File: src/rtl/div_pkg.sv
// Shared widths, state encoding and protocol constants for the divider and its
// reconstruction self-check.
package div_pkg;

    localparam int unsigned QW         = 8;
    localparam int unsigned DW         = 7;
    localparam int unsigned ACC_W      = QW + DW;
    localparam int unsigned CNT_W      = 3;
    localparam int unsigned MUL_STEPS  = 8;
    localparam int unsigned DIV_WINDOW = 17;

    // Five states need three bits.
    typedef enum logic [2:0] {
        S_IDLE = 3'd0,
        S_LOAD = 3'd1,
        S_MUL  = 3'd2,
        S_ADD  = 3'd3,
        S_DONE = 3'd4
    } state_t;

endpackage

File: src/rtl/mul_shift_add.sv
// Shift-add multiplier datapath: holds quotient/divisor/remainder operands and the
// accumulator, and exposes acc + remainder for the final reconstruction step.
module mul_shift_add
    import div_pkg::*;
(
    input  logic             clk,
    input  logic             reset,
    input  logic             load,
    input  logic             step,
    input  logic             add_rem,
    input  logic [QW-1:0]    q_in,
    input  logic [DW-1:0]    d_in,
    input  logic [DW-1:0]    r_in,
    output logic [ACC_W-1:0] acc_rem_c
);

    logic [QW-1:0]    mq;
    logic [ACC_W-1:0] md;
    logic [DW-1:0]    rr;
    logic [ACC_W-1:0] acc;

    // Worst case 255*127+127 fits in ACC_W bits, so neither sum can wrap.
    assign acc_rem_c = acc + ACC_W'(rr);

    always_ff @(posedge clk) begin
        if (reset) begin
            mq  <= '0;
            md  <= '0;
            rr  <= '0;
            acc <= '0;
        end else if (load) begin
            mq  <= q_in;
            md  <= ACC_W'(d_in);
            rr  <= r_in;
            acc <= '0;
        end else if (step) begin
            if (mq[0]) begin
                acc <= acc + md;
            end
            md <= md << 1;
            mq <= mq >> 1;
        end else if (add_rem) begin
            acc <= acc_rem_c;
        end
    end

endmodule

File: src/rtl/div_reconstruct.sv
// Rebuilds dividend = quotient*divisor + remainder and flags overflow and an
// out-of-range remainder; used as an on-chip check of the sequential divider.
module div_reconstruct
    import div_pkg::*;
(
    input  logic          clk,
    input  logic          reset,
    input  logic          start,
    input  logic [QW-1:0] quotientin,
    input  logic [DW-1:0] divisorin,
    input  logic [DW-1:0] remainderin,
    output logic [QW-1:0] dividend,
    output logic          overflow,
    output logic          remainder_ok,
    output logic          consistent,
    output logic          valid
);

    localparam logic [CNT_W-1:0] LAST_STEP = CNT_W'(MUL_STEPS - 1);

    state_t           state;
    state_t           state_nxt;
    logic [CNT_W-1:0] count;
    logic             rem_ok_q;
    logic             load_c;
    logic             step_c;
    logic             add_c;
    logic [ACC_W-1:0] acc_rem_c;
    logic             upper_set_c;

    mul_shift_add u_mul (
        .clk       (clk),
        .reset     (reset),
        .load      (load_c),
        .step      (step_c),
        .add_rem   (add_c),
        .q_in      (quotientin),
        .d_in      (divisorin),
        .r_in      (remainderin),
        .acc_rem_c (acc_rem_c)
    );

    assign upper_set_c = |acc_rem_c[ACC_W-1:QW];

    // Next state and datapath strobes; start from any state restarts at LOAD.
    always_comb begin
        state_nxt = state;
        load_c    = 1'b0;
        step_c    = 1'b0;
        add_c     = 1'b0;
        case (state)
            S_IDLE, S_DONE: begin
                if (start) state_nxt = S_LOAD;
            end
            S_LOAD: begin
                load_c    = 1'b1;
                state_nxt = S_MUL;
            end
            S_MUL: begin
                step_c = 1'b1;
                if (count == LAST_STEP) state_nxt = S_ADD;
            end
            S_ADD: begin
                add_c     = 1'b1;
                state_nxt = S_DONE;
            end
            default: state_nxt = S_IDLE;
        endcase
        if (start) begin
            state_nxt = S_LOAD;
            load_c    = 1'b0;
            step_c    = 1'b0;
            add_c     = 1'b0;
        end
    end

    always_ff @(posedge clk) begin
        if (reset) begin
            state <= S_IDLE;
        end else begin
            state <= state_nxt;
        end
    end

    // Step counter and the remainder range flag captured with the operands.
    always_ff @(posedge clk) begin
        if (reset) begin
            count    <= '0;
            rem_ok_q <= 1'b0;
        end else if (load_c) begin
            count    <= '0;
            rem_ok_q <= (divisorin != '0) && (remainderin < divisorin);
        end else if (step_c) begin
            count <= count + CNT_W'(1);
        end
    end

    // Result registers move only on the final add, so no partial product is visible.
    always_ff @(posedge clk) begin
        if (reset) begin
            dividend     <= '0;
            overflow     <= 1'b0;
            remainder_ok <= 1'b0;
            consistent   <= 1'b0;
            valid        <= 1'b0;
        end else if (start) begin
            valid <= 1'b0;
        end else if (add_c) begin
            dividend     <= acc_rem_c[QW-1:0];
            overflow     <= upper_set_c;
            remainder_ok <= rem_ok_q;
            consistent   <= ~upper_set_c & rem_ok_q;
            valid        <= 1'b1;
        end
    end

endmodule

File: config.mk
export PLATFORM = sky130hd
export DESIGN_NAME = div_reconstruct
export DESIGN_NICKNAME = d
export VERILOG_FILES = /design/src/rtl/div_pkg.sv /design/src/rtl/mul_shift_add.sv /design/src/rtl/div_reconstruct.sv
export SDC_FILE = /design/constraint.sdc
export NUM_CORES = 1
export LEC_CHECK = 0
export ABC_AREA = 1
export CORE_ASPECT_RATIO = 0.75
export CORE_UTILIZATION = 55
export DETAILED_ROUTE_END_ITERATION = 8
export GPL_TIMING_DRIVEN = 1
export MAX_ROUTING_LAYER = met4
export PLACE_DENSITY_LB_ADDON = 0.3
export SYNTH_ARGS = -nofsm -noshare
export SYNTH_HDL_FRONTEND = slang
export SYNTH_SLANG_ARGS = --single-unit
File: constraint.sdc
create_clock -name clk -period 2.24 [get_ports clk]
set_input_delay 0.448 -clock clk [delete_from_list [all_inputs] [get_ports clk]]
set_output_delay 0.448 -clock clk [all_outputs]
set_load 0.05 [all_outputs]
==> tab_implementation.tex <==
\begin{tabular}{lr}
\hline
Metric & Value \\
\hline
\multicolumn{2}{l}{\textbf{Floorplan}} \\
DIE WIDTH & 102 um \\
Core footprint & 6990 sq um \\
Effective utilization at floorplan & 58.6\% \\
Total Die Area & 7800 sq um \\
Core Rows & 26 \\
Die height & 76.7 um \\
Number of primary I/O pins & 37 \\
\multicolumn{2}{l}{\textbf{Layout}} \\
Number of diodes & 0 \\
Share of layout cells above drive strength 1 & 8.07\% \\
Fraction of the core area covered by cells at the end of the flow & 68.6\% \\
Final std cells w/o fill & 755 \\
Fill cell instance count of the final layout & 628 \\
Most common cell after layout, fill and taps aside & sky130\_fd\_sc\_hd\_\_nand2\_1 \\
Count of nets after finishing & 708 \\
Synthesis-to-finish area growth & 17.1\% \\
Leading cell types in the layout, fill and taps excluded & sky130\_fd\_sc\_hd\_\_nand2\_1, sky130\_fd\_sc\_hd\_\_nand3\_1, sky130\_fd\_sc\_hd\_\_dfxtp\_1 \\
\multicolumn{2}{l}{\textbf{STA}} \\
Actual transition at the worst max-transition pin & 510 ps \\
Final-report max-slew violation count & 0 \\
Worst hold margin & 468 ps \\
Number of hold-slack violations in the final timing report & 0 \\
Final period demand of the worst path & 2120 ps \\
Normalized max-slew margin & 65.9\% \\
Tcrit/Tclk final & 94.4\% \\
Setup TNS Final & 0 ps \\
Setup repair after global routing missed its margin & false \\
Clock Skew & 7.11 ps \\
Final setup margin & 125 ps \\
Max Freq & 473 MHz \\
Setup violations, final & 0 \\
\multicolumn{2}{l}{\textbf{Critical path}} \\
Crit path kind & reg -> reg \\
Crit path max fanout & 4 \\
Data required time at the worst endpoint & 2530 ps \\
Arrival time worst endpoint & 2400 ps \\
Flop2flop setup slack & 120 ps \\
Critical Path Sink Type & register \\
Crit path launch type & register \\
\multicolumn{2}{l}{\textbf{Power}} \\
Sw Ratio & 25.1\% \\
Clock Power Share & 44.5\% \\
Maximum vdd drop & 0.000462 V \\
Power Density & 523 nW/um\^{}2 \\
Static Leakage & 2.19 nW \\
Share of total power in combinational logic & 8.7\% \\
Internal power summed over all cells & 0.00188 W \\
Seq pwr share & 46.8\% \\
Switching component of the power & 0.000628 W \\
\multicolumn{2}{l}{\textbf{Global route}} \\
Largest net degree at the start of global routing & 22 \\
GRT overflow & 0 \\
Antenna violations before repair & 0 \\
Total global-route track usage & 32.2\% \\
Via count of the first global-routing pass & 4043 \\
Wire length of the first global-routing pass & 19.0 mm \\
\multicolumn{2}{l}{\textbf{Drt}} \\
Pre-Repair DR Iteration Count & 5 \\
Iteration-0 DRC Markers & 359 \\
Routed length per placed instance & 14.7 um \\
Total Wirelength & 11.1 mm \\
Antenna Violating Nets Remaining & 0 \\
Post-route DRC violation count & 0 \\
Count of vias placed by the detailed router & 4175 \\
Average via count per standard cell & 5.53 \\
\multicolumn{2}{l}{\textbf{Synthesis}} \\
Post-synthesis instance area & 4100 sq um \\
Synth top area share & 31.3\% \\
Cell type contributing the most total cell area after synthesis & sky130\_fd\_sc\_hd\_\_dfxtp\_1 \\
Synth warnings & 0 \\
Synthesized instance count & 612 \\
Number of nets produced by synthesis & 668 \\
Leading post-synthesis cells by cell area & sky130\_fd\_sc\_hd\_\_dfxtp\_1, sky130\_fd\_sc\_hd\_\_nand2\_1, sky130\_fd\_sc\_hd\_\_ha\_1 \\
Number of storage elements in the synthesis netlist & 64 \\
Avg Inst Size Synth & 6.69 sq um \\
Count of different cell masters after synthesis & 38 \\
Post-synthesis sequential area ratio & 31.3\% \\
\multicolumn{2}{l}{\textbf{Placed design}} \\
Setup slack at placement & 100 ps \\
Number of buffers added on ports & 36 \\
Routability-driven placement congestion ratio & 0.924 \\
Placed wire-length estimate after detailed placement & 8.60 mm \\
Total instance count after detailed placement & 739 \\
\multicolumn{2}{l}{\textbf{Clock network}} \\
Clock sinks & 64 \\
CTS clock-pin slew for the worst setup and hold paths & 70 ps \\
Cell chosen for the clock root & sky130\_fd\_sc\_hd\_\_clkbuf\_8 \\
Clock tree from TritonCTS & built \\
Clock latency on the worst-skew pair & 350 ps \\
H-Tree Level Count & 3 \\
Count of hold buffers inserted by post-cts repair & 0 \\
Number of buffers created by CTS & 9 \\
Maximum clock insertion buffer count & 2 \\
\multicolumn{2}{l}{\textbf{Worst hold path}} \\
Kind of path behind the tightest hold check & reg -> reg \\
\multicolumn{2}{l}{\textbf{Run}} \\
Maximum capacitance violations & 0 \\
\multicolumn{2}{l}{\textbf{Status}} \\
Status & finished clean \\
\hline
\end{tabular}
power by group through the flow:
stage                     sequential [W]  combinational (W)  clock (W)
after floorplan                  0.00120           0.000119          0
after global placement           0.00120           0.000210          0
after detailed placement         0.00120           0.000215          0
after CTS                        0.00117           0.000217    0.00112
after global routing             0.00118           0.000243    0.00116
final                            0.00117           0.000218    0.00112
repair_timing:
action,CTS,global route
setup endpoints to repair,0,2
setup buffers,0,0
gates resized for setup,0,1
kinds of logic after synthesis:
kind of cell	synth area share, %
AND/OR/NAND/NOR	34.0
AO/OA/AOI/OAI	13.9
buffers and inverters	8.49
flip-flops	31.3
adder cells (fa/ha/maj)	9.84
XOR/XNOR	2.57
per-stage QoR:
| step | power (W) | area, sq um |
|---|---|---|
| floorplan | 0.00132 | 4100 |
| CTS | 0.00251 | 4790 |
| finish | 0.00251 | 4800 |
| global route | 0.00258 | 4800 |
| detailed placement | 0.00141 | 4580 |
| global placement | 0.00141 | 4580 |
registers in the layout, indices dropped and copies added (netlist names):
register and cells:
count 3, consistent 1, u_mul.md 15, rem_ok_q 1
remainder_ok 1, valid 1, u_mul.mq 8, state 3
dividend 8, overflow 1, u_mul.acc 15, u_mul.rr 7
final cells by class:
cell class / instances / area [sq um] / area share, %
multi-input cells: 462 / 2470 / 51.5
flip-flops and latches: 64 / 1280 / 26.7
repair buffers: 50 / 465 / 9.71
inverters: 65 / 244 / 5.09
clock buffers: 11 / 131 / 2.74
well taps: 98 / 123 / 2.56
clock inverters: 5 / 81.3 / 1.70
Yosys cell counts:
master	instances
sky130_fd_sc_hd__ha_1	29
sky130_fd_sc_hd__inv_2	4
sky130_fd_sc_hd__nor2_2	7
sky130_fd_sc_hd__nor2_4	2
sky130_fd_sc_hd__o21ai_1	2
sky130_fd_sc_hd__buf_2	10
sky130_fd_sc_hd__or2_2	3
sky130_fd_sc_hd__a21oi_1	46
sky130_fd_sc_hd__o211ai_1	7
sky130_fd_sc_hd__xor2_1	6
sky130_fd_sc_hd__nand4_1	8
sky130_fd_sc_hd__nand3b_1	4
sky130_fd_sc_hd__a21o_1	3
sky130_fd_sc_hd__nor3_2	1
sky130_fd_sc_hd__a22oi_1	1
sky130_fd_sc_hd__inv_1	61
sky130_fd_sc_hd__dfxtp_1	64
sky130_fd_sc_hd__buf_4	1
sky130_fd_sc_hd__o21bai_1	3
sky130_fd_sc_hd__fa_1	2
sky130_fd_sc_hd__nand2_2	3
sky130_fd_sc_hd__a31oi_1	13
sky130_fd_sc_hd__a21oi_2	1
sky130_fd_sc_hd__o21ai_0	19
sky130_fd_sc_hd__buf_1	3
sky130_fd_sc_hd__nand3_2	3
sky130_fd_sc_hd__nor3_1	1
sky130_fd_sc_hd__xnor2_1	6
sky130_fd_sc_hd__nand2_1	183
sky130_fd_sc_hd__buf_6	1
sky130_fd_sc_hd__a211oi_1	3
sky130_fd_sc_hd__nand3_1	64
sky130_fd_sc_hd__or2_1	1
sky130_fd_sc_hd__clkbuf_1	5
sky130_fd_sc_hd__o21a_1	2
sky130_fd_sc_hd__nor2_1	38
sky130_fd_sc_hd__clkbuf_2	1
sky130_fd_sc_hd__nor4_1	1
layer usage:
metal | GRT usage, % | share of wire [%] | vias up
met4 | 10.7 | 2.1 | 0
met2 | 47.2 | 43 | 160
met3 | 6.29 | 9.0 | 21
met1 | 44.1 | 46 | 1888
met5 | - | 0 | -
li1 | - | - | 2106
worst paths after layout:
path	to	cells past startpoint	start
setup / recovery	consistent	11	u_mul.acc[0]
hold / removal	u_mul.rr[2]	2	u_mul.rr[2]
setup reg to reg	consistent	11	u_mul.acc[0]
hold reg to reg	u_mul.rr[2]	2	u_mul.rr[2]
worst max-delay path, stage by stage (launching register included):
cell                      delay [ps]
sky130_fd_sc_hd__dfxtp_1         330
sky130_fd_sc_hd__ha_1            260
sky130_fd_sc_hd__fa_1            490
sky130_fd_sc_hd__nand3_1         130
sky130_fd_sc_hd__nand3_1         130
sky130_fd_sc_hd__nand3_1         110
sky130_fd_sc_hd__nand3_1          70
sky130_fd_sc_hd__nand2_1          90
sky130_fd_sc_hd__nand3_1         100
sky130_fd_sc_hd__nor2_2          130
sky130_fd_sc_hd__nand3_1         100
sky130_fd_sc_hd__a21oi_2         120
Note: power is estimated with default switching activity, not from simulation.
==> patch 1 (same flow settings) <==
Change the package constant `DW` from 7 to 5.
--- a/src/rtl/div_pkg.sv
+++ b/src/rtl/div_pkg.sv
@@ -4,5 +4,5 @@
 
     localparam int unsigned QW         = 8;
-    localparam int unsigned DW         = 7;
+    localparam int unsigned DW         = 5;
     localparam int unsigned ACC_W      = QW + DW;
     localparam int unsigned CNT_W      = 3;
Interface: changed (resized divisorin and remainderin); port bits go from 37 to 33. The function was not compared with the original's and may differ.
==> patch 1 against the unedited design <==
- die area is 9.9% lower
- clock power is 14% lower
- synthesized area is 10% lower
- power is 12% lower
- final area is 11% lower
- routed wire length is 18% lower
- sequential cell count is 6 lower
- setup slack better by 41 ps
- critical path type unchanged
- largest cell class unchanged
==> patch 1: results (changes against the unedited design) <==
LEAKAGE -> 1.977 nW (-9.9%)
placed cell count -> 656 (-11%)
P_clk -> 0.000968 W (-14%)
Cell variety after synth -> 32 (-16%)
Synth Register Bits -> 58 (-9.4%)
register-to-register setup slack -> 170 ps (+40 ps)
Synth area leaders -> dfxtp_1, nand2_1, nand3_1, ha_1, inv_1
sequential portion of the cell area -> 27.29% (+0.57 points)
routed vias -> 3586 (-14%)
layout cell share with drive strength beyond 1 -> 10.83% (+2.8 points)
biggest registers after layout -> u_mul.acc x13, u_mul.md x13
count of multi-input gates -> 413 (-11%)
area of the multi-input gates -> 0.002172 mm^2 (-12%)
Post-Place Cell Area -> 0.004059 mm^2 (-11%)
CP max stage delay -> 430 ps (-60 ps)
CP startpoint -> u_mul.md[0]
vias in the first global route -> 3240 (-20%)
most frequent cells after synthesis -> nand2_1, nand3_1, dfxtp_1, inv_1, nor2_1
# clk buffers -> 9 (-2)
clk tree area frac -> 4.557% (+0.12 points)
capturing point of the worst reg2reg path -> u_mul.acc[6]
run status -> finished, final reports clean
Syn-to-layout area delta -> 15.64%
Max IR drop VDD -> 0.3713 mV (-20%)
largest net degree at the start of global routing -> 33 (+50%)
r2r startpoint -> u_mul.md[0]
Buffers on Ports -> 32 (-11%)
fin cells -> 672 (-11%)
initial DRC count -> 173 (-52%)
share of the yosys chip area belonging to registers -> 31.55% (+0.28 points)
Tot GR Track Use -> 29.32% (-2.9 points)
Total Wirelength -> 9079 um (-18%)
Tightest Pin Transition -> 521.4 ps (+11.70 ps)
Clock power frac -> 44.0% (-0.5 points)
Max Clock Skew -> 8.241 ps (+1.127 ps)
first-pass GRT wire length -> 15130 um (-20%)
Tap Count -> 81 (-17%)
dpl hpwl -> 6919 um (-20%)
signal arrival time at the worst endpoint -> 2310 ps (-90 ps)
FILL cells -> 563 (-10%)
==> patch 1: cell families (layout without fill, tap and decap cells) <==
group	after synthesis	after routing	share of synthesized area (%)
and+or+nand+nor	305	305	36.35
buffers and inverters	81	120	9.486
AOI/OAI and AO/OA	73	73	11.32
DFF	58	58	31.55
adders and majority gates	25	25	8.909
xor gates and xnor gates	10	10	2.380
==> patch 1: how the worst min path moves through the flow <==
stage,endpoint,from,cells after the start,slack [ps]
final,u_mul.rr[0],u_mul.rr[0],2,460
after floorplan,u_mul.rr[0],u_mul.rr[0],2,420
after CTS,u_mul.rr[0],u_mul.rr[0],2,460
after detailed placement,u_mul.rr[0],u_mul.rr[0],2,450
after global placement,u_mul.rr[0],u_mul.rr[0],2,440
after global routing,u_mul.rr[0],u_mul.rr[0],2,470
==> patch 1: layer usage <==
metal	part of all wire, %	up-vias	GRT usage, %
met5	0	-	-
met4	1.1	0	8.824
met3	5.2	13	5.208
met2	44	103	44.44
met1	50	1612	39.85
li1	-	1858	-
==> patch 2 (same settings) <==
Made on the original files. Encoding of `state_t`: now one-hot (5 bits for 5 states).
--- a/src/rtl/div_pkg.sv
+++ b/src/rtl/div_pkg.sv
@@ -11,10 +11,10 @@
 
     // Five states need three bits.
-    typedef enum logic [2:0] {
-        S_IDLE = 3'd0,
-        S_LOAD = 3'd1,
-        S_MUL  = 3'd2,
-        S_ADD  = 3'd3,
-        S_DONE = 3'd4
+    typedef enum logic [4:0] {
+        S_IDLE = 5'b00001,
+        S_LOAD = 5'b00010,
+        S_MUL  = 5'b00100,
+        S_ADD  = 5'b01000,
+        S_DONE = 5'b10000
     } state_t;
 
Behaviour: no difference found for any inputs over 10 cycles, from zero or initial values and one cycle with reset high; not proved beyond that.
==> patch 2 against the unedited design <==
- die area increased by 4.2%
- final area increased by 4.3%
- highest routed layer unchanged
- final cell count increased by 2.4%
- synthesized area increased by 4.3%
- maximum frequency increased by 1.6%
- synthesized cell count increased by 2.3%
- setup slack improved by 34 ps
- power increased by 1.2%
- sequential cell count increased by 2
- routed wire length increased by 3.5%
- global-route usage decreased by 2.0 points
==> patch 2: results (changes against the unedited design) <==
run status -> finished, final reports clean
FILL cells -> 661 (+5.3%)
Mapped Nets -> 682 (+2.1%)
Tightest Pin Transition -> 494.7 ps (-15.06 ps)
first-pass GRT wire length -> 18770 um (-1.3%)
Post-Synth Adder-Cell Area -> 9.429% (-0.41 points)
placed cell count -> 755 (+2.2%)
DR pass1 iterations -> 6 (+1)
register-to-register setup slack -> 160 ps (+30 ps)
Hold EP -> valid
post-synthesis xor/xnor area fraction -> 2.460% (-0.11 points)
Post-Place Worst Slack -> -62.01 ps (-162.0 ps)
met1 GRT Util -> 42.89% (-1.2 points)
LEAKAGE -> 2.254 nW (+2.7%)
Signal buf overhead -> 9.107% (-0.60 points)
M1 WL -> 5469 um (+6.7%)
Mapped Avg Cell Area -> 6.826 um^2 (+2.0%)
# clk buffers -> 9 (-2)
diode count -> 1 (+1)
fin cells -> 773 (+2.4%)
Synth area leaders -> dfxtp_1, nand2_1, ha_1, nand3_1, a21oi_1
YS warnings -> 0 (unchanged)
Inverters -> 70 (+7.7%)
Max Clock Skew -> 8.000 ps (+0.8860 ps)
largest net degree at the start of global routing -> 37 (+68%)
signal arrival time at the worst endpoint -> 2340 ps (-60 ps)
share of the yosys chip area belonging to registers -> 30.92% (-0.35 points)
most frequent cells after synthesis -> nand2_1, dfxtp_1, nand3_1, inv_1, a21oi_1
Post-Place Cell Area -> 0.004725 mm^2 (+3.1%)
min-delay src -> valid
Vias/cell -> 5.583 (+0.97%)
fin area -> 0.005001 mm^2 (+4.3%)
met2 Resource Use GR -> 43.56% (-3.7 points)
Compound-Gate Fraction of Synth Area -> 15.67% (+1.8 points)
Non-clk bufs -> 47 (-6.0%)
met3 wire length -> 1105 um (+12%)
WHS -> 476.3 ps (+7.881 ps)
sequential portion of the cell area -> 26.47% (-0.25 points)
CTS resizes -> 1 (+1)
fin nets -> 722 (+2.0%)
Max IR drop VDD -> 0.4186 mV (-9.3%)
initial DRC count -> 440 (+23%)
CP startpoint -> u_mul.md[0]
clk tree area frac -> 4.528% (+0.093 points)
final core utilization -> 67.29% (-1.3 points)
count of multi-input gates -> 472 (+2.2%)
layout cell share with drive strength beyond 1 -> 9.836% (+1.8 points)
vias in the first global route -> 3808 (-5.8%)
capturing point of the worst reg2reg path -> u_mul.acc[6]
cells on worst reg2reg path -> 13 (+2)
met3 Use GR -> 6.063% (-0.23 points)
Total Wirelength -> 11450 um (+3.5%)
clock period minus worst slack -> 2081 ps (-34.21 ps)
==> patch 2: cell count changes after synthesis, moves of 4 or more <==
| cell | before | now |
|---|---|---|
| nand2_1 | 183 | 167 |
| nor2_1 | 38 | 48 |
| o21ai_0 | 19 | 39 |
| nor2_2 | 7 | 0 |
| a21oi_1 | 46 | 50 |
| nor3_1 | 1 | 5 |
| a31oi_1 | 13 | 4 |
| or2_2 | 3 | 7 |
| buf_6 | 1 | 5 |
==> patch 2: critical path: stages (launching register included) <==
cell,delay [ps]
dfxtp_1,360
ha_2,190
inv_1,50
fa_1,410
nand3b_1,190
nand2_2,130
nand2_1,80
nand2_2,110
xnor2_1,130
nand2_1,70
o21ai_0,80
o21ai_0,90
nand2_1,70
inv_1,40
==> patch 2: power by group <==
part           switching, W  internal (W)
sequential        0.0000109       0.00119
clock              0.000505      0.000638
combinational      0.000111     0.0000875
